[config.mk]
export PLATFORM = sky130hd
export DESIGN_NAME = branch_resolve
export DESIGN_NICKNAME = d
export VERILOG_FILES = /design/src/rtl/branch_resolve.sv
export SDC_FILE = /design/constraint.sdc
export NUM_CORES = 1
export LEC_CHECK = 0
export BUFFER_PORTS_ARGS = -buffer_cell sky130_fd_sc_hd__buf_2
export CELL_PAD_IN_SITES_DETAIL_PLACEMENT = 0
export CELL_PAD_IN_SITES_GLOBAL_PLACEMENT = 1
export CORE_ASPECT_RATIO = 0.5
export CORE_MARGIN = 2
export CORE_UTILIZATION = 37
export CTS_CLUSTER_SIZE = 8
export DETAILED_ROUTE_END_ITERATION = 7
export HOLD_SLACK_MARGIN = 0.03
export PLACE_DENSITY_LB_ADDON = 0.1
export SYNTH_ARGS = -nofsm -noshare
export SYNTH_HDL_FRONTEND = slang
export SYNTH_SLANG_ARGS = --single-unit
[constraint.sdc]
create_clock -name cpu_clk -period 2.1 [get_ports cpu_clk]
set_input_delay 0 -clock cpu_clk [delete_from_list [all_inputs] [get_ports cpu_clk]]
set_output_delay 0 -clock cpu_clk [all_outputs]
set_load 0.005 [all_outputs]
[src/rtl/branch_resolve.sv]
// EX-stage branch resolution: carries IF predictions down to EX, detects
// mispredicts, drives flush/redirect and the registered predictor training bus.
module branch_resolve #(
    parameter int ADDR_WIDTH = 32,
    parameter int CNT_WIDTH  = 32
) (
    input  logic                  cpu_clk,
    input  logic                  cpu_rstn,
    input  logic                  if_valid,
    input  logic                  predict_taken,
    input  logic                  predict1_taken,
    input  logic                  predict3_taken,
    input  logic                  is_loop,
    input  logic [ADDR_WIDTH-1:0] predict_target_pc,
    input  logic                  adv_dec,
    input  logic                  adv_ex,
    input  logic                  ex_fire,
    input  logic                  ex_is_branch,
    input  logic                  ex_is_jal,
    input  logic                  ex_is_jalr,
    input  logic                  ex_cond_true,
    input  logic [ADDR_WIDTH-1:0] ex_pc,
    input  logic [ADDR_WIDTH-1:0] ex_target_pc,
    output logic                  flush,
    output logic [ADDR_WIDTH-1:0] redirect_pc,
    output logic                  branch_ex,
    output logic                  jalr_ex,
    output logic                  branch_taken_ex,
    output logic [ADDR_WIDTH-1:0] branch_pc_ex,
    output logic [ADDR_WIDTH-1:0] branch_target_pc,
    output logic                  predict1_taken_ex,
    output logic                  predict3_taken_ex,
    output logic                  is_loop_ex,
    output logic [CNT_WIDTH-1:0]  branch_cnt,
    output logic [CNT_WIDTH-1:0]  mispredict_cnt
);

    typedef struct packed {
        logic                  valid;
        logic                  taken;
        logic                  p1;
        logic                  p3;
        logic                  loop;
        logic [ADDR_WIDTH-1:0] target;
    } carry_t;

    carry_t dec_q, dec_d, ex_q, ex_d;

    logic                  res, actual_taken, mispredict;
    logic [ADDR_WIDTH-1:0] fall;

    logic                  flush_q, flush_d;
    logic [ADDR_WIDTH-1:0] redirect_q, redirect_d;
    logic                  branch_ex_q, branch_ex_d;
    logic                  jalr_ex_q, jalr_ex_d;
    logic                  taken_q, taken_d;
    logic [ADDR_WIDTH-1:0] pc_q, pc_d;
    logic [ADDR_WIDTH-1:0] tgt_q, tgt_d;
    logic                  p1_q, p1_d, p3_q, p3_d, loop_q, loop_d;
    logic [CNT_WIDTH-1:0]  bcnt_q, bcnt_d, mcnt_q, mcnt_d;

    always_comb begin
        res          = ex_fire && ex_q.valid && (ex_is_branch || ex_is_jal || ex_is_jalr);
        actual_taken = ex_is_branch ? ex_cond_true : 1'b1;
        fall         = ex_pc + ADDR_WIDTH'(4);
        mispredict   = res && ((ex_q.taken != actual_taken) ||
                               (actual_taken && (ex_q.target != ex_target_pc)));
    end

    always_comb begin
        dec_d = dec_q;
        ex_d  = ex_q;
        if (adv_ex) ex_d = dec_q;
        if (adv_dec) begin
            dec_d = '{valid: if_valid, taken: predict_taken, p1: predict1_taken,
                      p3: predict3_taken, loop: is_loop, target: predict_target_pc};
        end else if (adv_ex) begin
            dec_d.valid = 1'b0;
        end
        // Younger predictions are stale once a mispredict resolves; wins over any load.
        if (mispredict) begin
            dec_d.valid = 1'b0;
            ex_d.valid  = 1'b0;
        end
    end

    always_comb begin
        flush_d     = mispredict;
        redirect_d  = redirect_q;
        branch_ex_d = res && ex_is_branch;
        jalr_ex_d   = res && ex_is_jalr;
        taken_d     = taken_q;
        pc_d        = pc_q;
        tgt_d       = tgt_q;
        p1_d        = p1_q;
        p3_d        = p3_q;
        loop_d      = loop_q;
        bcnt_d      = bcnt_q;
        mcnt_d      = mcnt_q;
        if (mispredict) redirect_d = actual_taken ? ex_target_pc : fall;
        if (res) begin
            taken_d = actual_taken;
            pc_d    = ex_pc;
            tgt_d   = ex_target_pc;
            p1_d    = ex_q.p1;
            p3_d    = ex_q.p3;
            loop_d  = ex_q.loop;
            if (bcnt_q != '1) bcnt_d = bcnt_q + CNT_WIDTH'(1);
            if (mispredict && (mcnt_q != '1)) mcnt_d = mcnt_q + CNT_WIDTH'(1);
        end
    end

    always_ff @(posedge cpu_clk or negedge cpu_rstn) begin
        if (!cpu_rstn) begin
            dec_q       <= '0;
            ex_q        <= '0;
            flush_q     <= 1'b0;
            redirect_q  <= '0;
            branch_ex_q <= 1'b0;
            jalr_ex_q   <= 1'b0;
            taken_q     <= 1'b0;
            pc_q        <= '0;
            tgt_q       <= '0;
            p1_q        <= 1'b0;
            p3_q        <= 1'b0;
            loop_q      <= 1'b0;
            bcnt_q      <= '0;
            mcnt_q      <= '0;
        end else begin
            dec_q       <= dec_d;
            ex_q        <= ex_d;
            flush_q     <= flush_d;
            redirect_q  <= redirect_d;
            branch_ex_q <= branch_ex_d;
            jalr_ex_q   <= jalr_ex_d;
            taken_q     <= taken_d;
            pc_q        <= pc_d;
            tgt_q       <= tgt_d;
            p1_q        <= p1_d;
            p3_q        <= p3_d;
            loop_q      <= loop_d;
            bcnt_q      <= bcnt_d;
            mcnt_q      <= mcnt_d;
        end
    end

    assign flush             = flush_q;
    assign redirect_pc       = redirect_q;
    assign branch_ex         = branch_ex_q;
    assign jalr_ex           = jalr_ex_q;
    assign branch_taken_ex   = taken_q;
    assign branch_pc_ex      = pc_q;
    assign branch_target_pc  = tgt_q;
    assign predict1_taken_ex = p1_q;
    assign predict3_taken_ex = p3_q;
    assign is_loop_ex        = loop_q;
    assign branch_cnt        = bcnt_q;
    assign mispredict_cnt    = mcnt_q;

endmodule

==> reports/qor.yml, run 1 <==
outcome:
  outcome: "completed"
floorplan:
  rows: 44
  die_w_um: 246
  initial_core_util: 0.376
  core_area_um2: 29000
  io_pins: 277
  die-area_um2: 30900
  die_y_um: 125
synthesis:
  syn_avg_cell_area_um2: 10.7
  synth_top_area_frac: 0.554
  synth_cells: 1015
  yosysWarnings: 0
  ys_ff_latch: 241
  yosysTopAreaCell: "dfrtp_1"
  seq_area_frac_synth: 0.554
  syn_nets: 1128
  synth_area_um2: 10900
  synth.distinct_cells: 40
  yosys-top-cells-area: "dfrtp_1 (55%), mux2_2 (11%), nand2_1 (9.0%)"
pwr:
  leakage_nw: 7.52
  clock_power_share: 0.358
  finalPower_mw: 14.3
  power.density_nw_per_um2: 936
  netSwitchingFraction: 0.285
  seq_power_share: 0.431
  p_comb_frac: 0.210
  p_int_mw: 10.2
  peakVddDrop_v: 0.000571
  switchingPower_mw: 4.07
routing:
  drt-wirelength-per-cell_um: 17.6
  totalWireLength_um: 32700
  viasPerCell: 4.86
  route.detailed.drc: 0
  first_pass_iters: 5
  vias: 8987
  ant_nets: 0
  drt_iter0_drc: 462
global_route:
  grt_overflow_total: 0
  grt_usage: 0.216
  antenna_found_initial: 0
  grt_pass1_vias: 9278
  grt_first_pass_wirelength_um: 52100
  grt_max_degree: 70
setup_path:
  r2r-end: "redirect_pc[15]"
  crit_fanout: 32
  r2r_slack_ns: 0.06
  critPathKind: "register to register"
  start_kind: "register"
  cp_slowest_cell: "dfrtp_1"
  cp.arrival_ns: 2.43
  r2r-start: "ex_q[19]"
  ff2ff_path_depth: 8
  worst-path-buf-inv: 2
  endpoint_kind: "register"
  crit_family: "simple AND/OR/NAND/NOR gates"
  worstPathRequired_ns: 2.50
  path_cells: "xnor2_1 -> nand4_1 -> nor3_1 -> and4_1 -> nand2b_4 -> inv_1 -> buf_12 -> mux2_2"
  critPathMaxStageDelay_ns: 0.39
timing:
  skew_ns: 0.0118
  holdWs_ns: 0.0424
  maxSlewHeadroom: 0.453
  max_freq_mhz: 491
  hold_viol_final: 0
  finalSetupViolCount: 0
  tns_ns: 0
  tightest_slew_ns: 0.820
  grt_setup_unrepaired: "true"
  period_needed_ns: 2.04
  finalCritPeriodShare: 0.970
  slew_violations: 0
clock_tree:
  clk_pin_slew_ns: 0.05
  cts_root_buffer: "clkbuf_16"
  cts_tree: "built"
  cts_sinks: 241
  insertion_delay_ns: 0.51
  clockBufferDepth: 3
  cts_htree_levels: 2
  cts_buffers: 36
placed_design:
  io_buffers: 276
  gp_congestion: 0.789
  dpl_cell_area_um2: 13100
  post-dp-hpwl_um: 23200
final_layout:
  seqCellArea_um2: 6030
  fin_area_um2: 15300
  n_antenna_cell: 0
  drive_above_1_share: 0.349
  nNetsFinal: 1570
  fin_util: 0.527
  num-fill-cells: 2698
  multi_input_area_um2: 4750
  syn2layout_area_growth_pct: 40.2
min_path:
  hp-class: "input pin to asynchronous set/reset pin"
flow_run:
  maxCapViolCount: 0
## state kept, by name (all words and copies together), names as in the netlist, 32 cells and up
name / count
dec_q: 37
ex_q: 37
branch_cnt: 32
branch_pc_ex: 32
branch_target_pc: 32
mispredict_cnt: 32
redirect_pc: 32
## timing repair
action                                  in CTS  in global routing
hold buffers                               106                  0
endpoints found under the hold margin      377                  0
resized for setup                            0                 17
endpoints found under the setup margin       0                 66
setup buffers                                0                  1
## power by group through the flow
stage / combinational (mW) / sequential [mW] / clock [mW]
after floorplan: 1.16 / 6.26 / 0
after global placement: 2.83 / 6.19 / 0
after detailed placement: 2.88 / 6.21 / 0
after CTS: 3.04 / 6.16 / 5.28
after global routing: 3.31 / 6.29 / 5.52
final: 3.00 / 6.16 / 5.12
## cells in the final DEF (no fill, tap or decap), types with 4 or more instances in the layout
cell type | netlist | final
and2_1 | 8 | 8
and3_1 | 14 | 14
and4_1 | 11 | 10
buf_12 | 0 | 5
buf_2 | 6 | 275
buf_4 | 4 | 58
clkbuf_16 | 0 | 36
dfrtp_1 | 241 | 241
dlygate4sd3_1 | 0 | 106
inv_1 | 4 | 4
mux2_2 | 104 | 104
mux2i_1 | 4 | 4
nand2_1 | 262 | 262
nand3_1 | 39 | 39
nand4_1 | 35 | 35
nor2_1 | 31 | 30
nor3_1 | 18 | 18
nor4_1 | 12 | 7
nor4_2 | 1 | 5
o21ai_0 | 35 | 35
or3_1 | 5 | 5
xnor2_1 | 59 | 57
xor2_1 | 59 | 59
## worst max-delay path by stage
stage                      startpoint                  to  slack, ns  cells after the start
finish                       ex_q[19]     redirect_pc[15]       0.06                      8
detailed placement           ex_q[30]     redirect_pc[18]       0.08                      8
CTS                 mispredict_cnt[0]  mispredict_cnt[29]       0.05                      9
global route        mispredict_cnt[1]  mispredict_cnt[14]     -0.009                      9
global placement             ex_q[30]     redirect_pc[20]       0.12                      8
floorplan           mispredict_cnt[0]  mispredict_cnt[29]       0.01                      9
## synth_stat cells
cell type / count
nand2_1: 262
dfrtp_1: 241
mux2_2: 104
xnor2_1: 59
xor2_1: 59
nand3_1: 39
nand4_1: 35
o21ai_0: 35
nor2_1: 31
clkbuf_1: 28
nor3_1: 18
and3_1: 14
nor4_1: 12
and4_1: 11
and2_1: 8
buf_2: 6
buf_1: 5
or3_1: 5
buf_4: 4
inv_1: 4
mux2i_1: 4
a31oi_1: 3
ha_1: 3
nand2b_1: 3
nor3_2: 3
nor3b_1: 3
nor2b_1: 2
o21ai_2: 2
a211o_1: 1
a21oi_1: 1
a22oi_1: 1
nor2_2: 1
nor4_2: 1
o211ai_1: 1
o311a_1: 1
o311ai_2: 1
o41ai_4: 1
or2_2: 1
or4_1: 1
or4_4: 1
## layout make-up
cell class | count | area share
clock buffers | 37 | 0.0593
clock inverters | 4 | 0.00377
inverters | 4 | 0.000984
multi-input cells | 727 | 0.311
flip-flops and latches | 241 | 0.395
well taps | 391 | 0.0321
repair buffers | 447 | 0.197
## kinds of logic after synthesis
group,after synthesis,share of synthesized area
buf+inv,47,0.0183
simple gates,451,0.190
flops,241,0.554
xor+xnor,118,0.0950
mux,108,0.111
compound gates,47,0.0270
fa+ha+maj,3,0.00345
## metrics by stage
stage                     cells  worst slack (ns)
after floorplan            1015            0.0136
after global placement     1703             0.119
after detailed placement   1703            0.0818
after CTS                  1850            0.0510
after global routing       1851          -0.00920
final                      1851            0.0637
## layer usage
metal	routed length [um]	GRT usage	vias up
li1	-	-	4315
met1	14700	0.286	4459
met2	15900	0.360	155
met3	1270	0.0447	58
met4	777	0.0592	0
met5	0	0	-
(Power assumes the default switching activity.)
==> inputs of run 2 (changes only) <==
ABC_AREA = 1   (was not set)
CORE_ASPECT_RATIO = not set   (was 0.5)
CORE_UTILIZATION = 36   (was 37)
PLACE_DENSITY_LB_ADDON = 0.3   (was 0.1)
==> run 2 against run 1 <==
Compared with the run above:
- cell count increased by 37%
- maximum frequency increased by 8.4%
- critical path depth increased by 3
- clock skew increased by 0.0029 ns
- sequential share of layout area decreased by 3.6 points
- setup slack improved by 0.16 ns
- total power increased by 6.4%
- non-clock buffer count decreased by 2
- synthesized area increased by 14%
- hold slack improved by 0.00095 ns
- combinational power increased by 18%
- critical path type is now input pin to register
- largest cell class unchanged
==> reports/qor.yml, run 2 <==
outcome:
  outcome: "completed"  # unchanged
global_route:
  grt_pass1_vias: 12100  # was 9278
  grt_first_pass_wirelength_um: 66300  # was 52100 um
  grt_max_degree: 66  # was 70
  antenna_found_initial: 3  # was 0
  grt_overflow_total: 0  # unchanged
  grt_usage: 0.236  # was 0.216
setup_path:
  r2r-end: "branch_cnt[7]"  # was redirect_pc[15]
  cp.arrival_ns: 2.34  # was 2.43 ns
  crit_family: "simple AND/OR/NAND/NOR gates"  # unchanged
  cp.depth: 11  # was 8
  critPathKind: "input pin to register"  # was register to register
  critPathLaunch: "ex_pc[2]"  # was ex_q[19]
  r2r-start: "branch_cnt[13]"  # was ex_q[19]
  start_kind: "input pin"  # was register
  cp_slowest_cell: "dlygate4sd3_1"  # was dfrtp_1
  endpoint_kind: "register"  # unchanged
  r2r_slack_ns: 0.24  # was 0.06 ns
  worstSetupEndpoint: "redirect_pc[22]"  # was redirect_pc[15]
  crit_fanout: 5  # was 32
  worstPathRequired_ns: 2.56  # was 2.50 ns
  worst-path-buf-inv: 2  # unchanged
  path_cells: "dlygate4sd3_1 -> buf_2 -> ha_1 -> nand2_1 -> nor2_1 -> nand3_1 -> o21ai_0 -> nand3_1 -> o21ai_0 -> nand2_1 -> nand2_1"  # was xnor2_1 -> nand4_1 -> nor3_1 -> and4_1 -> nand2b_4 -> inv_1 -> buf_12 -> mux2_2
  ff2ff_path_depth: 9  # was 8
  timing.critical_path.mode_cell: "nand2_1"
  critPathMaxStageDelay_ns: 0.52  # was 0.39 ns
synthesis:
  yosys-top-cells-count: "nand2_1 (671), dfrtp_1 (241), nor2_1 (145), inv_1 (137), o21ai_0 (127)"  # was nand2_1 (262), dfrtp_1 (241), mux2_2 (104), xnor2_1 (59), xor2_1 (59)
  seq_area_frac_synth: 0.485  # was 0.554
  yosysWarnings: 0  # unchanged
  synth_top_area_frac: 0.485  # was 0.554
  synth_enable_flop_cells: 0  # unchanged
  syn_avg_cell_area_um2: 7.52  # was 10.7 um2
  synth_ff_type: "dfrtp_1"  # unchanged
  synth_cells: 1652  # was 1015
  yosysTopAreaCell: "dfrtp_1"  # unchanged
  yosys-top-cells-area: "dfrtp_1 (49%), nand2_1 (20%), o21ai_0 (5.1%)"  # was dfrtp_1 (55%), mux2_2 (11%), nand2_1 (9.0%)
  async_flop_share: 1.00  # unchanged
  yosysMostFrequentCell: "nand2_1"  # unchanged
  syn_nets: 1765  # was 1128
  ys_ff_latch: 241  # unchanged
  synth.distinct_cells: 37  # was 40
  synth_area_um2: 12400  # was 10900 um2
routing:
  viasPerCell: 4.74  # was 4.86
  totalWireLength_um: 41900  # was 32700 um
  route.detailed.drc: 0  # unchanged
  first_pass_iters: 5  # unchanged
  drt_iter0_drc: 641  # was 462
  ant_nets: 0  # unchanged
  drt-wirelength-per-cell_um: 16.5  # was 17.6 um
  vias: 12000  # was 8987
pwr:
  finalPower_mw: 15.2  # was 14.3 mW
  switchingPower_mw: 4.78  # was 4.07 mW
  power.density_nw_per_um2: 906  # was 936 nW/um2
  seq_power_share: 0.422  # was 0.431
  leakage_nw: 8.61  # was 7.52 nW
  peakVddDrop_v: 0.000619  # was 0.000571 V
  clock_power_share: 0.345  # was 0.358
  netSwitchingFraction: 0.315  # was 0.285
  p_int_mw: 10.4  # was 10.2 mW
  p_comb_frac: 0.233  # was 0.210
floorplan:
  core_area_um2: 34300  # was 29000 um2
  die-area_um2: 36000  # was 30900 um2
  die_w_um: 190  # was 246 um
  initial_core_util: 0.363  # was 0.376
  die_y_um: 190  # was 125 um
  rows: 68  # was 44
  io_pins: 277  # unchanged
clock_tree:
  ctsResizeCount: 0  # unchanged
  clk_pin_slew_ns: 0.05  # about the same
  clockBufferDepth: 3  # unchanged
  cts_buffers: 36  # unchanged
  cts_sinks: 241  # unchanged
  cts_htree_levels: 2  # unchanged
  post-cts-setup-buffers: 0  # unchanged
  cts_tree: "built"  # unchanged
  insertion_delay_ns: 0.53  # was 0.51 ns
  cts_root_buffer: "clkbuf_16"  # unchanged
  cts_hold_buffers: 134  # was 106
timing:
  hold_viol_final: 0  # unchanged
  setup_ws_ns: 0.222  # was 0.0637 ns
  slew_violations: 0  # unchanged
  maxSlewHeadroom: 0.569  # was 0.453
  skew_ns: 0.0147  # was 0.0118 ns
  tightest_slew_ns: 0.647  # was 0.820 ns
  grt_setup_unrepaired: "false"  # was true
  period_needed_ns: 1.88  # was 2.04 ns
  holdWs_ns: 0.0434  # was 0.0424 ns
  finalSetupViolCount: 0  # unchanged
  max_freq_mhz: 533  # was 491 MHz
  finalCritPeriodShare: 0.894  # was 0.970
  tns_ns: 0  # unchanged
final_layout:
  fin_util: 0.489  # was 0.527
  num-fill-cells: 3441  # was 2698
  fin_area_um2: 16800  # was 15300 um2
  syn2layout_area_growth_pct: 34.9  # was 40.2%
  nNetsFinal: 2186  # was 1570
  final_cell_mix: "nand2_1 (670), buf_2 (275), dfrtp_1 (241), nor2_1 (144), inv_1 (137)"  # was buf_2 (275), nand2_1 (262), dfrtp_1 (241), dlygate4sd3_1 (106), mux2_2 (104)
  drive_above_1_share: 0.189  # was 0.349
  final_common_cell: "nand2_1"  # was buf_2
  final_cells: 2536  # was 1851
  largestRegisters: "dec_q (37), ex_q (37)"  # unchanged
placed_design:
  dpl.cell_count: 2356  # was 1703
  gp_congestion: 0.888  # was 0.789
  dpl_cell_area_um2: 14400  # was 13100 um2
  post-dp-hpwl_um: 31100  # was 23200 um
  io_buffers: 276  # unchanged
  dp_worst_setup_slack_ns: 0.202  # was 0.0818 ns
min_path:
  hp-class: "input pin to register"  # was input pin to asynchronous set/reset pin
flow_run:
  maxCapViolCount: 0  # unchanged
run 2: cell types whose count changed in the layout (fill, tap and decap cells not counted), moves of 11 or more:
cell,delta
nor2_1,+114
nand3_1,+14
dlygate4sd3_1,+27
o21ai_0,+92
and3_1,-13
xor2_1,-12
o21ai_1,+14
nand2_1,+408
buf_4,-29
o21ai_2,+11
xnor2_1,-32
inv_1,+133
mux2_2,-104
run 2: cell families after synthesis:
group / share of synthesized area
fa+ha+maj: 0.00302
simple gates: 0.318
mux: 0.000805
xor+xnor: 0.0507
buf+inv: 0.0715
flops: 0.485
compound gates: 0.0707
run 2: how the worst min path moves through the flow:
stage	from	to	depth (start not counted)
CTS	adv_dec	dec_q[27]	4
detailed placement	cpu_rstn	branch_cnt[31]	1
floorplan	cpu_rstn	branch_cnt[0]	0
global placement	cpu_rstn	branch_cnt[31]	1
global route	adv_dec	dec_q[27]	4
finish	adv_dec	dec_q[27]	4
run 2: tightest hold or removal path, cell delays in order:
cell     delay [ns]
buf_2          0.11
buf_4          0.26
nand2_1        0.11
nand2_1        0.04
run 2: metal layers:
metal,vias up,global-route usage,wire length [um]
met5,-,0,13
met4,2,0.0802,1200
met3,76,0.0485,2200
met2,305,0.394,19700
met1,5618,0.306,18700
li1,6013,-,-
run 2: final cells by class:
type | count | area [um2] | area share
sequential | 241 | 6030 | 0.360
multi-input combinational | 1202 | 5540 | 0.330
timing repair buffer | 445 | 3090 | 0.184
clock buffer | 41 | 940 | 0.0560
tap | 455 | 569 | 0.0339
inverter | 147 | 554 | 0.0330
clock inverter | 3 | 45.0 | 0.00269
antenna | 2 | 5.00 | 0.000298
run 2: power groups by stage:
| stage | logic, mW | clock network, mW | registers (mW) |
|---|---|---|---|
| 2_1_floorplan | 1.51 | 0 | 6.43 |
| 3_5_place_dp | 3.35 | 0 | 6.49 |
| 4_1_cts | 3.58 | 5.41 | 6.43 |
| 5_1_grt | 4.01 | 5.60 | 6.56 |
| 6_report | 3.53 | 5.24 | 6.42 |
| 3_3_place_gp | 3.31 | 0 | 6.46 |
